## src/rtl/detector_pkg.sv

```systemverilog
// Types and constants shared by the serial pattern detector and its input serializer.
package detector_pkg;

    typedef enum logic [0:0] {SER_IDLE, SER_SHIFT} ser_state_t;

    // Word width used by both the serializer and the detector-side benches.
    localparam int SER_WIDTH_DEFAULT = 8;

endpackage

```

## src/rtl/serializador_de_entrada.sv

```systemverilog
// Parallel-to-serial front end for the pattern detector: accepts words over valid/ready
// and emits them one bit per clock on x, back-to-back with no idle gap between words.
module serializador_de_entrada
    import detector_pkg::*;
#(
    parameter int WIDTH     = SER_WIDTH_DEFAULT,
    parameter bit MSB_FIRST = 1'b1
) (
    input  logic             clock,
    input  logic             reset,
    input  logic [WIDTH-1:0] data_in,
    input  logic             valid_in,
    output logic             ready_out,
    output logic             x,
    output logic             x_valid,
    output logic             word_start
);

    localparam int CNT_W = (WIDTH > 1) ? $clog2(WIDTH) : 1;
    localparam logic [CNT_W-1:0] LAST_IDX = CNT_W'(WIDTH - 1);

    ser_state_t       state, state_nxt;
    logic [CNT_W-1:0] cnt, cnt_nxt;
    logic [WIDTH-1:0] shreg, shreg_nxt;
    logic             x_nxt, x_valid_nxt, word_start_nxt;
    logic             last_bit, accept;

    function automatic logic first_bit(input logic [WIDTH-1:0] w);
        return MSB_FIRST ? w[WIDTH-1] : w[0];
    endfunction

    function automatic logic [WIDTH-1:0] drop_first(input logic [WIDTH-1:0] w);
        return MSB_FIRST ? (w << 1) : (w >> 1);
    endfunction

    // cnt tracks the index of the bit currently on x, so the last bit is when cnt hits WIDTH-1.
    assign last_bit  = (state == SER_SHIFT) && (cnt == LAST_IDX);
    assign ready_out = (state == SER_IDLE) || last_bit;
    assign accept    = valid_in && ready_out;

    always_ff @(posedge clock) begin
        if (reset) begin
            state <= SER_IDLE;
        end else begin
            state <= state_nxt;
        end
    end

    always_comb begin
        state_nxt = state;
        case (state)
            SER_IDLE:  if (accept) state_nxt = SER_SHIFT;
            SER_SHIFT: if (last_bit && !accept) state_nxt = SER_IDLE;
            default:   state_nxt = SER_IDLE;
        endcase
    end

    // The first bit of a freshly loaded word goes straight to x; the shift register keeps the rest.
    always_comb begin
        cnt_nxt        = cnt;
        shreg_nxt      = shreg;
        x_nxt          = 1'b0;
        x_valid_nxt    = 1'b0;
        word_start_nxt = 1'b0;
        if (accept) begin
            cnt_nxt        = '0;
            shreg_nxt      = drop_first(data_in);
            x_nxt          = first_bit(data_in);
            x_valid_nxt    = 1'b1;
            word_start_nxt = 1'b1;
        end else if ((state == SER_SHIFT) && !last_bit) begin
            cnt_nxt     = cnt + CNT_W'(1);
            shreg_nxt   = drop_first(shreg);
            x_nxt       = first_bit(shreg);
            x_valid_nxt = 1'b1;
        end
    end

    always_ff @(posedge clock) begin
        if (reset) begin
            cnt        <= '0;
            shreg      <= '0;
            x          <= 1'b0;
            x_valid    <= 1'b0;
            word_start <= 1'b0;
        end else begin
            cnt        <= cnt_nxt;
            shreg      <= shreg_nxt;
            x          <= x_nxt;
            x_valid    <= x_valid_nxt;
            word_start <= word_start_nxt;
        end
    end

endmodule

```

## config.mk

```make
export PLATFORM = sky130hd
export DESIGN_NAME = serializador_de_entrada
export DESIGN_NICKNAME = d
export VERILOG_FILES = /design/src/rtl/detector_pkg.sv /design/src/rtl/serializador_de_entrada.sv
export SDC_FILE = /design/constraint.sdc
export NUM_CORES = 1
export LEC_CHECK = 0
export CAP_MARGIN = 0
export CORE_MARGIN = 3
export CORE_UTILIZATION = 45
export CTS_CLUSTER_DIAMETER = 150
export DETAILED_ROUTE_END_ITERATION = 8
export DONT_BUFFER_PORTS = 1
export SLEW_MARGIN = 20
export SYNTH_ARGS = -nofsm -noshare
export SYNTH_HDL_FRONTEND = slang
export SYNTH_SLANG_ARGS = --single-unit
export TNS_END_PERCENT = 30
```

## constraint.sdc

```tcl
create_clock -name clock -period 1.8 [get_ports clock]
set_clock_uncertainty 0.05 [all_clocks]
set_input_delay 0.09 -clock clock [delete_from_list [all_inputs] [get_ports clock]]
set_output_delay 0.09 -clock clock [all_outputs]
set_load 0.1 [all_outputs]
```

Word-level counts from Yosys, hierarchy flattened
Cells that the tools add are included.
Widths: inputs -> output; s select.
- bits in registers: 14
- bits of input ports: 11
- logic and storage cells: 27
- output and inout port bits: 4
- reduce and logical (&&, ||, !) cells: 9
- eq/ne operators: 1
- $add $sub $neg: 1
- multiplexer cells: 9
- bitwise gates (word level): 1
- operators by type and width (cell ; count):
    $mux 8 ; 2
    $mux 1 ; 6
    $logic_and 1x1->1 ; 4
    $add 3x1->3 const B ; 1
    $eq 3x3->1 const B ; 1
    $logic_not 1->1 ; 2
    $pmux 1 s2 ; 1
    $reduce_bool 2->1 ; 1
    $reduce_or 2->1 ; 1
    $logic_or 1x1->1 ; 1
    $not 1->1 ; 1

Longest topological paths before layout
Gate-level depths: netlist (run 1).
- depth in word-level cells: 8
- gate-level depth with buffers: 8
- mapped depth without buffers: 6

Worst setup path after synthesis (run 1)
OpenSTA, ideal clock, no wires.
- path kind: reg-to-reg
- from: reg cnt[0]
- to: reg cnt[1]
- buffers on the path: 2
- slack: 329 ps
- data arrival time: 1298 ps
- library setup time: 123 ps
- period minus slack after synthesis: 1471 ps
- required time: 1627 ps
- stages on the path, launching flop included: 9
- cells stage by stage: dfxtp_1 ha_1 ha_1 nor2b_4 buf_6 inv_8 buf_8 nand3b_1 a21oi_1
- word-level cells in the longest chain between the ends: 5
- elaborated cells on any way between the ends: 8
- those cells by class: add/sub (1); eq/ne (1); reduce/logical (6)
- RTL lines (what ; line ; text):
    start, declared ; serializador_de_entrada.sv:23 ; logic [CNT_W-1:0] cnt, cnt_nxt;
    start signal, assigned ; serializador_de_entrada.sv:87 ; cnt <= cnt_nxt;
    $eq 3x3->1 ; serializador_de_entrada.sv:37 ; assign last_bit = (state == SER_SHIFT) && (cnt == LAST_IDX);
    $logic_and 1x1->1 ; serializador_de_entrada.sv:37 ;
    $logic_or 1x1->1 ; serializador_de_entrada.sv:38 ; assign ready_out = (state == SER_IDLE) || last_bit;
    via ready_out ; serializador_de_entrada.sv:13 ; output logic ready_out,
    $logic_and 1x1->1 ; serializador_de_entrada.sv:39 ; assign accept = valid_in && ready_out;
    $reduce_or 2->1 (no source line) ; - ;
The timed path passes the listed nets, and every way through them passes these cells.
A chain may end at the register's enable or synchronous reset.

Worst setup path in the final report (run 1)
- from: reg cnt[0]
- to: out ready_out
- word-level cells in the longest chain between the ends: 3
- RTL lines (what ; line):
    $eq 3x3->1 ; serializador_de_entrada.sv:37
    $logic_and 1x1->1 ; serializador_de_entrada.sv:37
    $logic_or 1x1->1 ; serializador_de_entrada.sv:38
    end, declared ; serializador_de_entrada.sv:13
No other way between the ends.

==> results.toml, run 1 <==
[run_status]
status = "finished, final reports clean"

[job]
cap_violations = 0

[synth]
syn_inst = 58
synth_nets = 71
syn_area_um2 = 629
synth_area_per_cell_um2 = 10.9
ys_ff_latch = 14
seq_area_frac_synth = 0.445
yosysWarnings = 0
ys_types = 17

[floorplanning]
initial_core_util = 0.524
rows = 12
core_mm2 = 0.00120
die_x_um = 43.4
pin_count = 15
dieArea_mm2 = 0.00188
fp.dieH_um = 43.4

[clock_network]
tritoncts = "yes"
cts_sinks = 14
numCtsBuffers = 3
cts_max_level = 1
cts_buffer_depth = 2
cts_setup_buffers = 0
clockRootBuffer = "clkbuf_4"
clk_latency_ns = 0.27
path_clk_slew_ns = 0.08

[route]
vias = 419
routedWlPerCell_um = 12.5
routed_wirelength_um = 986
drt_iter0_markers = 6
drc = 0
routed_via_density = 5.30
ant_nets = 0
dr.pass1.iters = 4

[final_layout]
fillers = 113
nNetsFinal = 79
drive_gt1_frac = 0.231
final_util = 0.585
syn_to_final_growth_pct = 11.7
insertedDiodeCount = 0

[setup_path]
cp.arrival_ns = 1.44
cp-start-kind = "register"
ff2ff_path_depth = 6
slowest_stage = "dfxtp_1"
cpPeakStageDelay_ns = 0.33
cp_max_fo = 17
path_common_cell = "ha_1"
path_class = "register to output port"
cp-end-kind = "output port"
cp_cell_sequence = "ha_1 > ha_1 > nor2b_4 > inv_8"
worstPathRequired_ns = 1.66

[grt]
first_global_vias = 406
grt_antenna_before_repair = 0
gr-total-overflow = 0
grt_pass1_wl_um = 1660
grt_usage = 0.123
grt_max_degree = 18

[sta]
clock.fmax_ghz = 0.633
rsz0062_at_grt = "no"
period_share = 0.878
finalSetupViolCount = 0
hold_viol = 0
tns_ns = 0
maxSlewViolCount = 0
period_needed_ns = 1.58
worstMarginPinSlew_ns = 0.590
relSlewSlack = 0.606

[place]
port_buffers = 0
gp_congestion = 0.737

[power]
p_per_area_mw_per_mm2 = 964
p_leak_nw = 0.294
ir_worst_vdd_mv = 0.626

[min_path]
hold_class = "primary input to register"
min_path_cells = 2
## worst paths after layout
kind	from	end	slack, ns
worst min-delay path	data_in[3]	shreg[4]$_SDFFE_PP0P_	0.04
worst max register to register	cnt[0]$_SDFFE_PP0P_	shreg[5]$_SDFFE_PP0P_	0.24
worst min register to register	shreg[7]$_SDFFE_PP0P_	x$_SDFF_PP0_	0.40
worst max-delay path	cnt[0]$_SDFFE_PP0P_	ready_out	0.22
## cells by family after synthesis
logic type                 count (synthesis)  share of synthesized area
muxes                                      7                      0.111
and+or+nand+nor                           20                      0.167
buffers and inverters                      5                     0.0855
adders and majority gates                  2                     0.0398
AOI/OAI and AO/OA                         10                      0.151
DFF                                       14                      0.445
## synthesized netlist by cell type
cell	instances	area share
a21oi_1	4	0.032
nor3b_1	1	0.012
nand3_1	1	0.0079
inv_8	1	0.018
buf_8	1	0.024
nand2b_1	1	0.0099
a211oi_2	6	0.12
nor2b_4	1	0.022
nor3_1	1	0.0079
dfxtp_1	14	0.45
mux2i_1	7	0.11
buf_2	1	0.0079
ha_1	2	0.040
buf_6	2	0.036
nand3b_1	3	0.036
nand2_1	3	0.018
nor2_1	9	0.054
## metrics by stage
step	hold slack [ns]	area, um^2	setup WS (ns)	cells	total power, W
floorplan	0.105	629	0.329	58	0.000456
global placement	0.106	627	0.291	71	0.000451
detailed placement	0.108	627	0.245	71	0.000456
CTS	0.0305	703	0.191	79	0.000689
global route	0.0443	703	0.104	79	0.000715
finish	0.0387	703	0.220	79	0.000678
## power by group
part	switching, W	internal [W]	leakage, nW
sequential	0.00000914	0.000330	0.116
combinational	0.0000812	0.0000404	0.157
clock	0.0000942	0.000123	0.0210
## metal layers
layer	vias up	share of wire	track usage
met2	10	0.47	0.186
met1	191	0.44	0.140
met5	-	0	0
met3	2	0.072	0.0456
li1	216	-	-
met4	0	0.012	0.0904
## repair_timing
item,in CTS,in global routing
hold endpoints to repair,14,0
setup endpoints to repair,0,0
hold buffers,4,0
gates resized for setup,0,0
## state kept, by name (all words and copies together) (netlist names)
signal      cells
shreg           7
cnt             3
state           1
word_start      1
x               1
x_valid         1
## final cells by class
type	count	area (um^2)	area share
Timing Repair Buffer	7	62.6	0.0890
Inverter	1	11.3	0.0160
Clock buffer	4	36.3	0.0516
Multi-Input combinational cell	39	295	0.420
Sequential cell	14	280	0.399
Tap cell	14	17.5	0.0249
## cells in the final DEF (no fill, tap or decap), types with 2 or more instances in the layout
| cell | Yosys | final |
|---|---|---|
| a211oi_2 | 6 | 6 |
| nand2_1 | 3 | 3 |
| a21oi_1 | 4 | 4 |
| buf_4 | 0 | 3 |
| dlygate4sd3_1 | 0 | 4 |
| mux2i_1 | 7 | 7 |
| nand3b_1 | 3 | 3 |
| ha_1 | 2 | 2 |
| dfxtp_1 | 14 | 14 |
| clkbuf_4 | 0 | 3 |
| nor2_1 | 9 | 9 |
## critical path: cells and delay by family (launching register included)
family / cells / cell delay [ns]
buf+inv: 1 / 0.16
simple gates: 1 / 0.27
fa+ha+maj: 2 / 0.41
flops: 1 / 0.33
No activity file was read; power rests on OpenSTA's default activity.
==> run 2: changes to the inputs <==
SETUP_SLACK_MARGIN = 0.3   (was unset)
==> run 2 against run 1 <==
  * First-iteration DRC count down 50%
  * Utilization up 9.4 points
  * Sequential share of layout area down 5.2 points
  * Die area unchanged
  * Non-clock buffer count up 7
  * Critical path type is now register to register
==> results.toml, run 2 (synthesized netlist as in run 1, its figures left out) <==
[power]
switchingPower_w = 0.000202
p_int_w = 0.000517
clkPwrFrac = 0.306
p_per_area_mw_per_mm2 = 882
finalPower_w = 0.000720
seqPwrFrac = 0.474
ir_worst_vdd_mv = 0.607
sw_frac_of_total = 0.281
p_leak_nw = 0.340
pwr-share-comb = 0.220

[sta]
clock.fmax_ghz = 0.690
relSlewSlack = 0.575
hold_viol = 0
holdWs_ns = 0.0405
tns_ns = 0
period_share = 0.805
maxSlewViolCount = 0
rsz0062_at_grt = "no"
finalSetupViolCount = 0
worstMarginPinSlew_ns = 0.636
period_needed_ns = 1.45

[setup_path]
reg2reg_slack_ns = 0.35
cpPeakStageDelay_ns = 0.33
cp-start-kind = "register"
worstPathRequired_ns = 1.95
path_common_cell = "ha_2"
path_class = "register to register"
slowest_stage = "dfxtp_2"
reg2reg_to = "x$_SDFF_PP0_"
cp_cell_sequence = "ha_2 > ha_2 > nor2b_4 > buf_12 > buf_6 > buf_4 > nand2_1 > a21oi_2"
ff2ff_path_depth = 8
cp-end-kind = "register"
r2r_start = "cnt[0]$_SDFFE_PP0P_"
cp_max_fo = 5
cp.arrival_ns = 1.60

[floorplanning]
fp.dieH_um = 43.4
dieArea_mm2 = 0.00188
pin_count = 15
core_mm2 = 0.00120
initial_core_util = 0.524
rows = 12
die_x_um = 43.4

[min_path]
whs_endpoint = "shreg[4]$_SDFFE_PP0P_"
min-delay-start = "data_in[3]"
min_path_cells = 2
hold_class = "primary input to register"

[final_layout]
fillers = 96
syn_to_final_growth_pct = 29.6
layout_common_cells = "dfxtp_1 (12), mux2i_1 (7), nor2_1 (7)"
largestRegisters = "shreg (7), cnt (3)"
largest_register_ff_count = 7
insertedDiodeCount = 0
top_register = "shreg"
nNetsFinal = 88
drive_gt1_frac = 0.419
final_common_cell = "dfxtp_1"

[grt]
grt_pass1_wl_um = 2020
gr-total-overflow = 0
grt_max_degree = 15
grt_antenna_before_repair = 0
first_global_vias = 474
grt_usage = 0.152

[route]
routed_via_density = 5.18
drc = 0
vias = 456
routedWlPerCell_um = 14.5
routed_wirelength_um = 1280
dr.pass1.iters = 3
ant_nets = 0
drt_iter0_markers = 3

[clock_network]
clk_latency_ns = 0.27
cts_sinks = 14
path_clk_slew_ns = 0.08
cts_buffer_depth = 2
clockRootBuffer = "clkbuf_4"
cts_max_level = 1
tritoncts = "yes"
numCtsBuffers = 3

[place]
port_buffers = 0
gp_congestion = 0.737

[run_status]
status = "finished, final reports clean"

[job]
cap_violations = 0
## run 2: cell types whose count changed in the layout (fill, tap and decap cells not counted), moves of 2 or more
| cell | previous run | this run |
|---|---|---|
| buf_4 | 3 | 6 |
| buf_6 | 0 | 3 |
| dfxtp_1 | 14 | 12 |
| dfxtp_2 | 0 | 2 |
| ha_1 | 2 | 0 |
| ha_2 | 0 | 2 |
| nor2_1 | 9 | 7 |
| nor2_2 | 0 | 2 |
## run 2: per-layer routing
layer,track usage,routed length [um],vias to the layer above,share of wire
met5,0,0,-,0
met4,0.0904,12,0,0.0094
met3,0.0498,80,2,0.063
met2,0.265,671,10,0.53
met1,0.155,512,209,0.40
li1,-,-,235,-
## run 2: how the worst max path moves through the flow
stage	cells past startpoint	from	to	slack, ns
3_5_place_dp	6	cnt[0]$_SDFFE_PP0P_	shreg[5]$_SDFFE_PP0P_	0.25
2_1_floorplan	8	cnt[0]$_SDFFE_PP0P_	cnt[1]$_SDFFE_PP0P_	0.33
6_report	8	cnt[0]$_SDFFE_PP0P_	x$_SDFF_PP0_	0.35
4_1_cts	4	cnt[0]$_SDFFE_PP0P_	ready_out	0.32
3_3_place_gp	6	cnt[0]$_SDFFE_PP0P_	shreg[7]$_SDFFE_PP0P_	0.29
5_1_grt	8	cnt[1]$_SDFFE_PP0P_	shreg[4]$_SDFFE_PP0P_	0.28
## run 2: power groups by stage
stage	registers, W	clock network, W	logic [W]
finish	0.000341	0.000220	0.000159
global route	0.000343	0.000246	0.000169
CTS	0.000340	0.000226	0.000139
detailed placement	0.000347	0	0.000109
floorplan	0.000374	0	0.0000825
global placement	0.000346	0	0.000105
## run 2: repair_timing
item                                    CTS  global route
endpoints found under the hold margin    14             0
endpoints found under the setup margin   11            11
hold buffers                              4             0
resized for setup                         1            12
pin swaps                                 0             1
buffers inserted                          5             2
gates cloned                              2             0
## run 2: worst max-delay path: cells and delay by family, from the launching register on
family | cells | cell delay, ns
compound gates | 1 | 0.12
fa+ha+maj | 2 | 0.36
buf+inv | 3 | 0.33
flops | 1 | 0.33
simple gates | 2 | 0.19
## run 2: metrics by stage
step                worst slack (ns)  cells   util  area, um^2
CTS                            0.319     86  0.629         756
floorplan                      0.329     58      -         629
global route                   0.278     88  0.679         816
finish                         0.351     88  0.679         816
global placement               0.291     71  0.522         627
detailed placement             0.245     71  0.522         627
## run 2: area by class of cell
class                      count  area (um^2)  area share
inverter                       1         16.3      0.0199
timing repair inverter         2         15.0      0.0184
tap                           14         17.5      0.0215
timing repair buffer          14          139       0.170
sequential                    14          283       0.347
multi-input combinational     39          309       0.379
clock buffer                   4         36.3      0.0445
